### config.mk
export PLATFORM = sky130hd
export DESIGN_NAME = lemmings_dig_arbiter
export DESIGN_NICKNAME = d
export VERILOG_FILES = /design/src/rtl/lemmings_dig_arbiter.sv
export SDC_FILE = /design/constraint.sdc
export NUM_CORES = 1
export LEC_CHECK = 0
export CORE_UTILIZATION = 53
export DETAILED_ROUTE_END_ITERATION = 8
export PLACE_DENSITY = 0.84
export SYNTH_ARGS = -nofsm -noshare
export SYNTH_HDL_FRONTEND = slang
export SYNTH_SLANG_ARGS = --single-unit
### constraint.sdc
create_clock -name clk_i -period 3.2 [get_ports clk_i]
set_clock_uncertainty 0.05 [all_clocks]
set_input_delay 0.32 -clock clk_i [delete_from_list [all_inputs] [get_ports clk_i]]
set_output_delay 0.32 -clock clk_i [all_outputs]
set_load 0.005 [all_outputs]
### src/rtl/lemmings_dig_arbiter.sv
// lemmings_dig_arbiter
// Hands a single dig permit to one of N lemming walkers at a time. Requests
// are sampled only while idle and a winner is chosen round-robin. The winner
// gets a one-cycle dig command, then the arbiter watches its digging status
// until it stops, fails to start in time, or overruns the dig budget. A fixed
// cooldown follows every release before the next arbitration.
module lemmings_dig_arbiter #(
  parameter int N           = 4,
  parameter int ACK_TIMEOUT = 4,
  parameter int MAX_DIG     = 16,
  parameter int COOLDOWN    = 2
) (
  input  logic         clk_i,
  input  logic         reset_i,
  input  logic [N-1:0] dig_req_i,
  input  logic [N-1:0] digging_i,
  output logic [N-1:0] dig_o,
  output logic [N-1:0] grant_o,
  output logic         busy_o,
  output logic         timeout_o,
  output logic         miss_o
);

  localparam int PTR_W   = $clog2(N);
  localparam int LIMIT_A = (ACK_TIMEOUT > MAX_DIG) ? ACK_TIMEOUT : MAX_DIG;
  // The cooldown count shares the same counter, so it is sized for that too.
  localparam int LIMIT   = (LIMIT_A > COOLDOWN) ? LIMIT_A : COOLDOWN;
  localparam int CNT_W   = $clog2(LIMIT) + 1;

  localparam logic [CNT_W-1:0] ACK_LAST  = CNT_W'(ACK_TIMEOUT - 1);
  localparam logic [CNT_W-1:0] DIG_LAST  = CNT_W'(MAX_DIG - 1);
  localparam logic [CNT_W-1:0] COOL_LAST = CNT_W'(COOLDOWN - 1);
  localparam logic [CNT_W-1:0] CNT_ONE   = CNT_W'(1);
  localparam logic [N-1:0]     ONE_HOT_0 = N'(1);

  typedef enum logic [2:0] {
    S_IDLE     = 3'd0,
    S_ISSUE    = 3'd1,
    S_WAIT_ACK = 3'd2,
    S_DIGGING  = 3'd3,
    S_COOLDOWN = 3'd4
  } state_e;

  state_e           state_q, state_d;
  logic [PTR_W-1:0] owner_q, owner_d;
  logic [PTR_W-1:0] rrPtr_q, rrPtr_d;
  logic [CNT_W-1:0] count_q, count_d;
  logic             missPulse_q, missPulse_d;
  logic             timeoutPulse_q, timeoutPulse_d;

  logic             pickValid;
  logic [PTR_W-1:0] pickIdx;
  logic [PTR_W-1:0] candIdx;
  logic             ownerDigging;
  logic [N-1:0]     ownerOneHot;

  assign ownerDigging = digging_i[owner_q];
  assign ownerOneHot  = ONE_HOT_0 << owner_q;

  // Round-robin pick: first requesting lemming at or above rrPtr, wrapping.
  always_comb begin
    pickValid = 1'b0;
    pickIdx   = '0;
    candIdx   = '0;
    for (int k = 0; k < N; k++) begin
      candIdx = PTR_W'((int'(rrPtr_q) + k) % N);
      if (!pickValid && dig_req_i[candIdx]) begin
        pickValid = 1'b1;
        pickIdx   = candIdx;
      end
    end
  end

  // State register; reset drops any owner and clears pending pulses.
  always_ff @(posedge clk_i) begin
    if (reset_i) begin
      state_q        <= S_IDLE;
      owner_q        <= '0;
      rrPtr_q        <= '0;
      count_q        <= '0;
      missPulse_q    <= 1'b0;
      timeoutPulse_q <= 1'b0;
    end else begin
      state_q        <= state_d;
      owner_q        <= owner_d;
      rrPtr_q        <= rrPtr_d;
      count_q        <= count_d;
      missPulse_q    <= missPulse_d;
      timeoutPulse_q <= timeoutPulse_d;
    end
  end

  // Next-state logic; one counter times the ack window, dig budget and cooldown.
  always_comb begin
    state_d        = state_q;
    owner_d        = owner_q;
    rrPtr_d        = rrPtr_q;
    count_d        = count_q;
    missPulse_d    = 1'b0;
    timeoutPulse_d = 1'b0;
    unique case (state_q)
      S_IDLE: begin
        if (pickValid) begin
          owner_d = pickIdx;
          rrPtr_d = PTR_W'((int'(pickIdx) + 1) % N);
          count_d = '0;
          state_d = S_ISSUE;
        end
      end
      S_ISSUE: begin
        count_d = '0;
        state_d = S_WAIT_ACK;
      end
      S_WAIT_ACK: begin
        if (ownerDigging) begin
          count_d = '0;
          state_d = S_DIGGING;
        end else if (count_q == ACK_LAST) begin
          missPulse_d = 1'b1;
          count_d     = '0;
          state_d     = S_COOLDOWN;
        end else begin
          count_d = count_q + CNT_ONE;
        end
      end
      S_DIGGING: begin
        // A lemming that stops digging on its own releases silently, even on
        // the last budget cycle.
        if (!ownerDigging) begin
          count_d = '0;
          state_d = S_COOLDOWN;
        end else if (count_q == DIG_LAST) begin
          timeoutPulse_d = 1'b1;
          count_d        = '0;
          state_d        = S_COOLDOWN;
        end else begin
          count_d = count_q + CNT_ONE;
        end
      end
      S_COOLDOWN: begin
        if (count_q == COOL_LAST) begin
          count_d = '0;
          state_d = S_IDLE;
        end else begin
          count_d = count_q + CNT_ONE;
        end
      end
      default: begin
        count_d = '0;
        state_d = S_IDLE;
      end
    endcase
  end

  // Moore outputs decoded purely from registered state.
  always_comb begin
    dig_o     = '0;
    grant_o   = '0;
    busy_o    = (state_q != S_IDLE);
    timeout_o = timeoutPulse_q;
    miss_o    = missPulse_q;
    unique case (state_q)
      S_ISSUE: begin
        dig_o   = ownerOneHot;
        grant_o = ownerOneHot;
      end
      S_WAIT_ACK, S_DIGGING: begin
        grant_o = ownerOneHot;
      end
      default: begin
        dig_o   = '0;
        grant_o = '0;
      end
    endcase
  end

  // Safety properties of the permit outputs.
  a_dig_onehot0: assert property (@(posedge clk_i) disable iff (reset_i) $onehot0(dig_o));
  a_grant_onehot0: assert property (@(posedge clk_i) disable iff (reset_i) $onehot0(grant_o));
  a_dig_has_grant: assert property (@(posedge clk_i) disable iff (reset_i) ((dig_o & ~grant_o) == '0));
  a_pulse_exclusive: assert property (@(posedge clk_i) disable iff (reset_i) !(timeout_o && miss_o));

endmodule
# Word level (Yosys, flattened, before mapping)

Index checks and enable logic that the tools add are counted.

Register bits: 14
Input port bits: 10
Output and inout bits: 11
Word-level logic and storage cells: 80

Add/subtract/negate cells: 5
$lt $le $gt $ge: 5
Equal/unequal tests: 11
Shifts and indexed selects: 1
Multiplexer cells: 36
Bitwise operators: 3
Reductions and logical operators: 13

Operator list:

| operator                                             | number |
|---|---|
| two-way mux 5 bit                                    | 6 |
| one-hot mux 5 bit (4 select lines)                   | 1 |
| two-way mux 3 bit                                    | 6 |
| < comparator 2 x 3 -> 1 bit (second input constant)  | 5 |
| one-hot mux 3 bit (5 select lines)                   | 1 |
| two-way mux 1 bit                                    | 11 |
| binary-select mux 1 bit (select 2 bit)               | 5 |
| OR reduction 3 bit                                   | 3 |
| two-way mux 2 bit                                    | 4 |
| two-way mux 4 bit                                    | 2 |
| equality test 3 x 2 -> 1 bit (second input constant) | 2 |
| != test 3 bit (second input constant)                | 2 |
| adder 5 x 1 -> 5 bit (second input constant)         | 1 |
| equality test 5 x 1 -> 1 bit (second input constant) | 1 |
| equality test 5 x 2 -> 1 bit (second input constant) | 1 |
| equality test 5 x 4 -> 1 bit (second input constant) | 1 |
| adder 2 x 1 -> 2 bit (second input constant)         | 2 |
| adder 2 bit (second input constant)                  | 2 |
| != test 2 bit (second input constant)                | 2 |
| AND reduction 4 bit                                  | 1 |
| left shift 1 x 2 -> 4 bit (first input constant)     | 1 |
| equality test 3 x 1 -> 1 bit (second input constant) | 1 |
| equality test 3 bit (second input constant)          | 1 |
| logical AND 1 bit                                    | 3 |
| other kinds (5)                                      | 9 |

# Longest topological paths before layout

Gate-level depths: netlist of the first run.

Word-level depth: 14
Mapped depth: 8

# Least setup slack after synthesis of the first run

OpenSTA, ideal clock, no wires.

Path type: register to register
Start: register count_q[0]
End: register count_q[1]
Setup time: 0.088 ns
Arrival time: 1.634 ns
Required time: 3.062 ns
Slack: 1.427 ns
Cell stages (with the launch flop): 7
Path buffers: 0
Clock period less this slack: 1.773 ns
Cells stage by stage: dfxtp_1 ha_1 nor4b_1 or4b_4 o21ai_4 nor2_2 o32ai_2

Cells in the longest elaborated chain, start to end: 4

Ends and longest elaborated chain:

| element                                      | RTL line      | source |
|---|---|---|
| start, declared                              | 47            | `logic [CNT_W-1:0] count_q, count_d;` |
| start signal, assigned                       | 87            | `count_q <= count_d;` |
| adder 5 x 1 -> 5 bit (tied with other cells) | 123, 137, 145 |  |
| two-way mux 5 bit, on equally long branches  | 132, 118      |  |
| two-way mux 5 bit, on equally long branches  | 129, 115      |  |
| one-hot mux 5 bit (4 select lines) *         | 101           | `unique case (state_q)` |

Every way passes the cells marked *; elsewhere a longest branch is shown, timed or not.
A chain may end at the register's enable or synchronous reset.

# Worst setup path in the final report of the first run

Start: register state_q[0]
End: output port dig_o[0]

Cells in the longest elaborated chain, start to end: 2

Ends and longest elaborated chain:

| element                      | RTL line | source |
|---|---|---|
| start, declared              | 44       | `state_e state_q, state_d;` |
| start signal, assigned       | 84       | `state_q <= state_d;` |
| equality test 3 x 1 -> 1 bit | 162      | `unique case (state_q)` |
| two-way mux 4 bit            | 162      |  |
| end, declared                | 17       | `output logic [N-1:0] dig_o,` |

Every way passes these cells.

==> summary.md, run 1 <==
| Metric | Value |
|---|---|
| Run status | finished with violations |
| Failing checks | DRC |
| Postcts setup bufs | 0 |
| Worst-path cell chain | nand2b_1 -> nor4_1 -> clkdlybuf4s50_1 |
| Die area | between 1500 and 2000 um2 |
| Fin crit share | 0.688 |
| Post-synth ARST share | 0 |
| CTS Buffer Depth | 2 |
| Number of enable-type register cells in the synthesized netlist | 0 |
| Detailed-router iteration count before antenna repair | 6 |
| First-pass GRT wire length | 3530 um |
| Worst R2R Start | count_q[0] |
| CTS tree | yes |
| Die H | ~44 um |
| Antenna Nets Post-Route | 0 |
| Site Rows | 14 |
| Die W | around 44 um |
| Clock sinks | 14 |
| CP Max Fanout | 12 |
| Hold WC Path Type | register to register |
| CP required | 2.83 ns |
| Static leakage | about 0.45 nW |
| Total inserted antenna cells | 0 |
| Clock H-tree levels | 1 |
| Arr. time, crit path | 1.83 ns |
| Hold_buf cts | 0 |
| FF/Latch Area | approximately 280 um2 |
| CTS root buf | clkbuf_4 |
| Remaining Overflow, GRT | 0 |
| DR WL/cell | 14.0 um |
| Synth cell count leaders | dfxtp_1, nor2_1, inv_1, nor3_1, nand2b_1 |
| Number of global-route vias before repair | 846 |
| Leading area contributor after synthesis | dfxtp_1 |
| Max Slew Vio Count | 0 |
| Slowest cell on crit path | dfxtp_1 |
| WL final | 2040 um |
| RSZ-0062 raised after global routing | no |
| Yosys cell types | 44 |
| Critical Path End Type | output port |
| Initial Utilization | 0.597 |
| Max Freq | 454 MHz |
| #FFs+latches synth | 14 |
| Number of buffers added on ports | 20 |
| Nets | approximately 150 |
| Syn avg cell area | 8.48 um2 |
| Actual slew at the worst max-slew pin | ~0.64 ns |
| Clk Latency, worst-skew pair | about 0.28 ns |
| Crit Path Class | register to output port |
| Initial drt markers | 26 |
| Placer Congestion | ~0.78 |
| Worst setup path start | state_q[0] |
| Worst VDD drop | 338 uV |
| Final hold violation count | 0 |
| Most numerous cell in the Yosys netlist | dfxtp_1 |
| Maximum number of pins on one net before global-route repair | 17 |
| Filler cells | approximately 110 |
| Number of synthesis warnings | 0 |
| Top FF cell, synth | dfxtp_1 |
| Initial antenna violation count | 0 |
| Tot Pwr | 0.619 mW |
| Layout cells sized above 1 | 0.154 |
| Hpwl dp | 1580 um |
| Clock Pin Slew Worst Setup and Hold Paths | 0.09 ns |
| Syn Std Cell Area | 941 um2 |
| Post-route setup TNS | 0 ns |
| Final setup violation count | 0 |
| Maxcap violations | 0 |
| Via density per instance | a little over 6 |
| Drt drc | 2 |
| Core Area | 1580 um2 |
| Post-Syn Instances | 111 |
| Hold Startpoint | rrPtr_q[0] |
| Synth top area share | 0.298 |
| # IOs | 21 |
| Syn nets | 125 |
| Multi-input logic area | 598 um2 |
| Post-route minimum period | ~2.2 ns |
| Sequential area share after synthesis | 0.298 |
| Slew HR | 0.570 |
| Via count | 897 |
| Power Dens Cells | ~530 nW/um2 |
| Gr usage total | 0.247 |
| # resized after CTS | 0 |
| Total CTS buffers | 3 |
| CP Launch Type | register |
| Syn-to-layout area delta | 24.2% |
| Area contributors post-synth | dfxtp_1, ha_1, nor2_1 |
| Critical Path Max Stage Delay | 0.58 ns |
path summary, 6_finish.rpt:
path | endpoint | slack [ns] | cells past startpoint
max | dig_o[0] | 1.0 | 3
min reg2reg | rrPtr_q[0] | 0.50 | 2
min | rrPtr_q[0] | 0.50 | 2
max reg2reg | count_q[4] | 1.13 | 6
per-stage QoR:
| stage | instances | util | instance area, um2 | worst slack [ns] | hold slack (ns) |
|---|---|---|---|---|---|
| final | 146 | 0.741 | 1170 | 0.997 | 0.504 |
| after global placement | 142 | 0.718 | 1130 | 1.24 | 0.474 |
| after detailed placement | 142 | 0.718 | 1130 | 1.16 | 0.489 |
| after floorplan | 111 | - | 941 | 1.43 | 0.346 |
| after CTS | 146 | 0.741 | 1170 | 0.993 | 0.500 |
| after global routing | 146 | 0.741 | 1170 | 0.881 | 0.516 |
worst max-delay path, delay by kind of cell (launching register included):
family | cells | cell delay (ns)
flip-flops | 1 | 0.58
AND/OR/NAND/NOR | 2 | 0.41
buffers and inverters | 1 | 0.57
cells by family after synthesis:
| logic type | after synthesis | synth area share |
|---|---|---|
| buffers and inverters | 14 | 0.0665 |
| muxes | 3 | 0.0452 |
| DFF | 14 | 0.298 |
| xor gates and xnor gates | 1 | 0.00931 |
| adders and majority gates | 4 | 0.0532 |
| AOI/OAI and AO/OA | 22 | 0.193 |
| and+or+nand+nor | 53 | 0.335 |
layout make-up:
cell class                      count  area share
Sequential cell                    14       0.240
Tap cell                           16      0.0171
Clock buffer                        4      0.0310
Inverter                            9      0.0289
Multi-Input combinational cell     83       0.512
Timing Repair Buffer               20       0.171
flip-flops by register name (all words and copies together), names as in the netlist:
signal,cells
miss_o,1
timeout_o,1
owner_q,2
rrPtr_q,2
count_q,5
state_q,3
placed cells by master, fill, tap and decap left out, drive strengths merged, types with 2 or more instances in the layout:
cell type / n
o21a: 2
dfxtp: 14
nand3: 5
nand2b: 6
or4b: 2
clkbuf: 4
nor2: 14
o32ai: 2
mux2i: 2
a21oi: 5
nor3: 10
clkdlybuf4s50: 20
nand2: 5
o21ai: 4
inv: 9
ha: 4
a211oi: 3
nor4: 3
per-layer routing:
| layer | global-route usage | part of all wire |
|---|---|---|
| met1 | 0.291 | 0.42 |
| met2 | 0.415 | 0.51 |
| met5 | 0 | 0 |
| met4 | 0.121 | 0.011 |
| met3 | 0.0653 | 0.055 |
power by group:
| group | total (mW) | internal [mW] | leakage, nW | switching, mW |
|---|---|---|---|---|
| registers | 0.247 | 0.199 | 0.114 | 0.0480 |
| logic | 0.245 | 0.131 | 0.314 | 0.114 |
| clock network | 0.127 | 0.0693 | 0.0210 | 0.0577 |
| total | 0.619 | 0.399 | 0.449 | 0.220 |
No activity file was read; power rests on OpenSTA's default activity.
==> run 2, diff against run 1 <==
--- a/config.mk
+++ b/config.mk
@@ -5,9 +5,9 @@
 export SDC_FILE = /design/constraint.sdc
 export NUM_CORES = 1
 export LEC_CHECK = 0
-export CORE_UTILIZATION = 53
+export CORE_UTILIZATION = 44
 export DETAILED_ROUTE_END_ITERATION = 8
-export PLACE_DENSITY = 0.84
+export PLACE_DENSITY = 0.75
 export SYNTH_ARGS = -nofsm -noshare
 export SYNTH_HDL_FRONTEND = slang
 export SYNTH_SLANG_ARGS = --single-unit
==> constraint.sdc (replaced) <==
create_clock -name clk_i -period 1.9 [get_ports clk_i]
set_clock_uncertainty 0.05 [all_clocks]
set_input_delay 0.19 -clock clk_i [delete_from_list [all_inputs] [get_ports clk_i]]
set_output_delay 0.19 -clock clk_i [all_outputs]
set_load 0.005 [all_outputs]
==> summary.md, run 2 (same netlist as run 1, synthesis figures left out) <==
| Metric | Value |
|---|---|
| Hold WC Path Type | register to register |
| Run status | finished clean |
| P_int | 0.701 mW |
| Critical Path End Type | register |
| Via density per instance | 5.56 |
| Maxcap violations | 0 |
| Final Non-Filler Cells | ~160 |
| CP Launch Type | register |
| Number of buffers added on ports | 20 |
| Placer Congestion | 0.785 |
| CTS tree | yes |
| Die area | about 2300 um2 |
| Die H | 48.2 um |
| Arr. time, crit path | 2.02 ns |
| Total inserted antenna cells | 0 |
| Fin crit share | 0.984 |
| CTS Buffer Depth | 2 |
| Hpwl dp | 1640 um |
| Worst R2R Start | count_q[0] |
| M1 WL | 995 um |
| Static leakage | roughly 0.57 nW |
| Antenna Nets Post-Route | 0 |
| Post-route setup TNS | 0 ns |
| Seq pwr share | 0.382 |
| Syn-to-layout area delta | 37.8% |
| Gr usage total | 0.211 |
| Area after DPL | 1180 um2 |
| Number of global-route vias before repair | 814 |
| CTS root buf | clkbuf_4 |
| Fin area | 1300 um2 |
| Drt drc | 0 |
| Via count | 907 |
| Layout cells sized above 1 | 0.279 |
| Worst slack, placed | 0.0381 ns |
| First-pass GRT wire length | roughly 3400 um |
| Power Dens Cells | 844 nW/um2 |
| WL met2 | between 1000 and 1500 um |
| Biggest regs | count_q x5, state_q x3 |
| RSZ-0062 raised after global routing | yes |
| Biggest register | count_q |
| Slew HR | 0.790 |
| Initial Utilization | 0.475 |
| Die W | 48.2 um |
| Hold_buf cts | 0 |
| DR WL/cell | 14.2 um |
| Final hold violation count | 0 |
| Crit Path Class | register to register |
| Tot Pwr | around 1.1 mW |
| Clock H-tree levels | 1 |
| Max Slew Vio Count | 0 |
| PnR worst setup slack | 0.0296 ns |
| Total CTS buffers | 3 |
| Maximum number of pins on one net before global-route repair | 13 |
| Clock Pin Slew Worst Setup and Hold Paths | 0.08 ns |
| Remaining Overflow, GRT | 0 |
| Final setup violation count | 0 |
| Worst VDD drop | about 720 uV |
| Placed Cells | 157 |
| CP required | 2.05 ns |
| WL final | 2310 um |
| Most common cell after layout, fill and taps aside | clkdlybuf4s50_1 |
| Initial drt markers | 22 |
| Detailed-router iteration count before antenna repair | 4 |
| P_sw | between 0.3 and 0.4 mW |
| Hold Startpoint | state_q[2] |
| Filler cells | 152 |
| Max Freq | 535 MHz |
| Initial antenna violation count | 0 |
| Post-route minimum period | 1.87 ns |
| Worst setup path start | count_q[0] |
| DR WL met3 | ~90 um |
| Core Area | a little under 2000 um2 |
| Combinational Power Share | 0.421 |
| CP Max Fanout | 4 |
| Highest routed layer | met4 |
| Hold Path Cell Cnt | 1 |
| Clk Latency, worst-skew pair | approximately 0.28 ns |
| Nets | 151 |
| Actual slew at the worst max-slew pin | 0.316 ns |
| Sw frac | 0.360 |
| Site Rows | 16 |
| Clk pwr share | 0.197 |
| Reg2Reg Depth | 6 |
| Clock sinks | 14 |
| # IOs | 21 |
| Max FFs per register | 5 |
| Commonest non-fill, non-tap cells in the layout | clkdlybuf4s50_1, nor2_1, inv_1, nor3_1, dfxtp_1 |
## run 2: metal layers
metal,up-vias,track usage
met1,431,0.245
met4,0,0.0333
met3,4,0.0667
li1,453,-
met5,-,0
met2,19,0.381
## run 2: what timing repair did
| item | 4_1_cts | 5_1_grt |
|---|---|---|
| pin swaps | 0 | 3 |
| setup endpoints to repair | 7 | 14 |
| setup buffers | 0 | 2 |
| gates resized for setup | 4 | 18 |
## run 2: critical path: stages (launching register included)
cell,delay [ns]
dfxtp_4,0.37
ha_4,0.16
nor4b_2,0.16
or4b_4,0.53
o21ai_4,0.25
nor2_4,0.07
o32ai_2,0.19
## run 2: path summary, 6_finish.rpt
check	slack (ns)	end
max	0.03	count_q[1]
min	0.48	state_q[0]
max reg2reg	0.03	count_q[1]
min reg2reg	0.48	state_q[0]
## run 2: final cells by class
class	count	area [um2]	share of cell area
multi-input cells	83	638	0.492
flip-flops and latches	14	297	0.229
inverters	9	33.8	0.0261
clock buffers	4	36.3	0.0280
repair buffers	26	258	0.199
well taps	27	33.8	0.0261
## run 2: power groups by stage
stage | clock network [mW] | logic [mW] | registers, mW
5_1_grt | 0.237 | 0.507 | 0.427
3_3_place_gp | 0 | 0.424 | 0.408
3_5_place_dp | 0 | 0.437 | 0.411
4_1_cts | 0.226 | 0.444 | 0.407
6_report | 0.216 | 0.461 | 0.418
2_1_floorplan | 0 | 0.326 | 0.376
## run 2: per-stage QoR
step | hold WS, ns | utilization
final | 0.481 | 0.654
after global routing | 0.509 | 0.654
after CTS | 0.494 | 0.617
after detailed placement | 0.480 | 0.593
after global placement | 0.478 | 0.593
after floorplan | 0.216 | -
==> run 3, diff against run 2 <==
--- a/config.mk
+++ b/config.mk
@@ -8,6 +8,7 @@
 export CORE_UTILIZATION = 44
 export DETAILED_ROUTE_END_ITERATION = 8
 export PLACE_DENSITY = 0.75
+export RECOVER_POWER = 100
 export SYNTH_ARGS = -nofsm -noshare
 export SYNTH_HDL_FRONTEND = slang
 export SYNTH_SLANG_ARGS = --single-unit
==> results of run 3 <==
The final DEF is identical to that of run 2; final timing and power are the same.
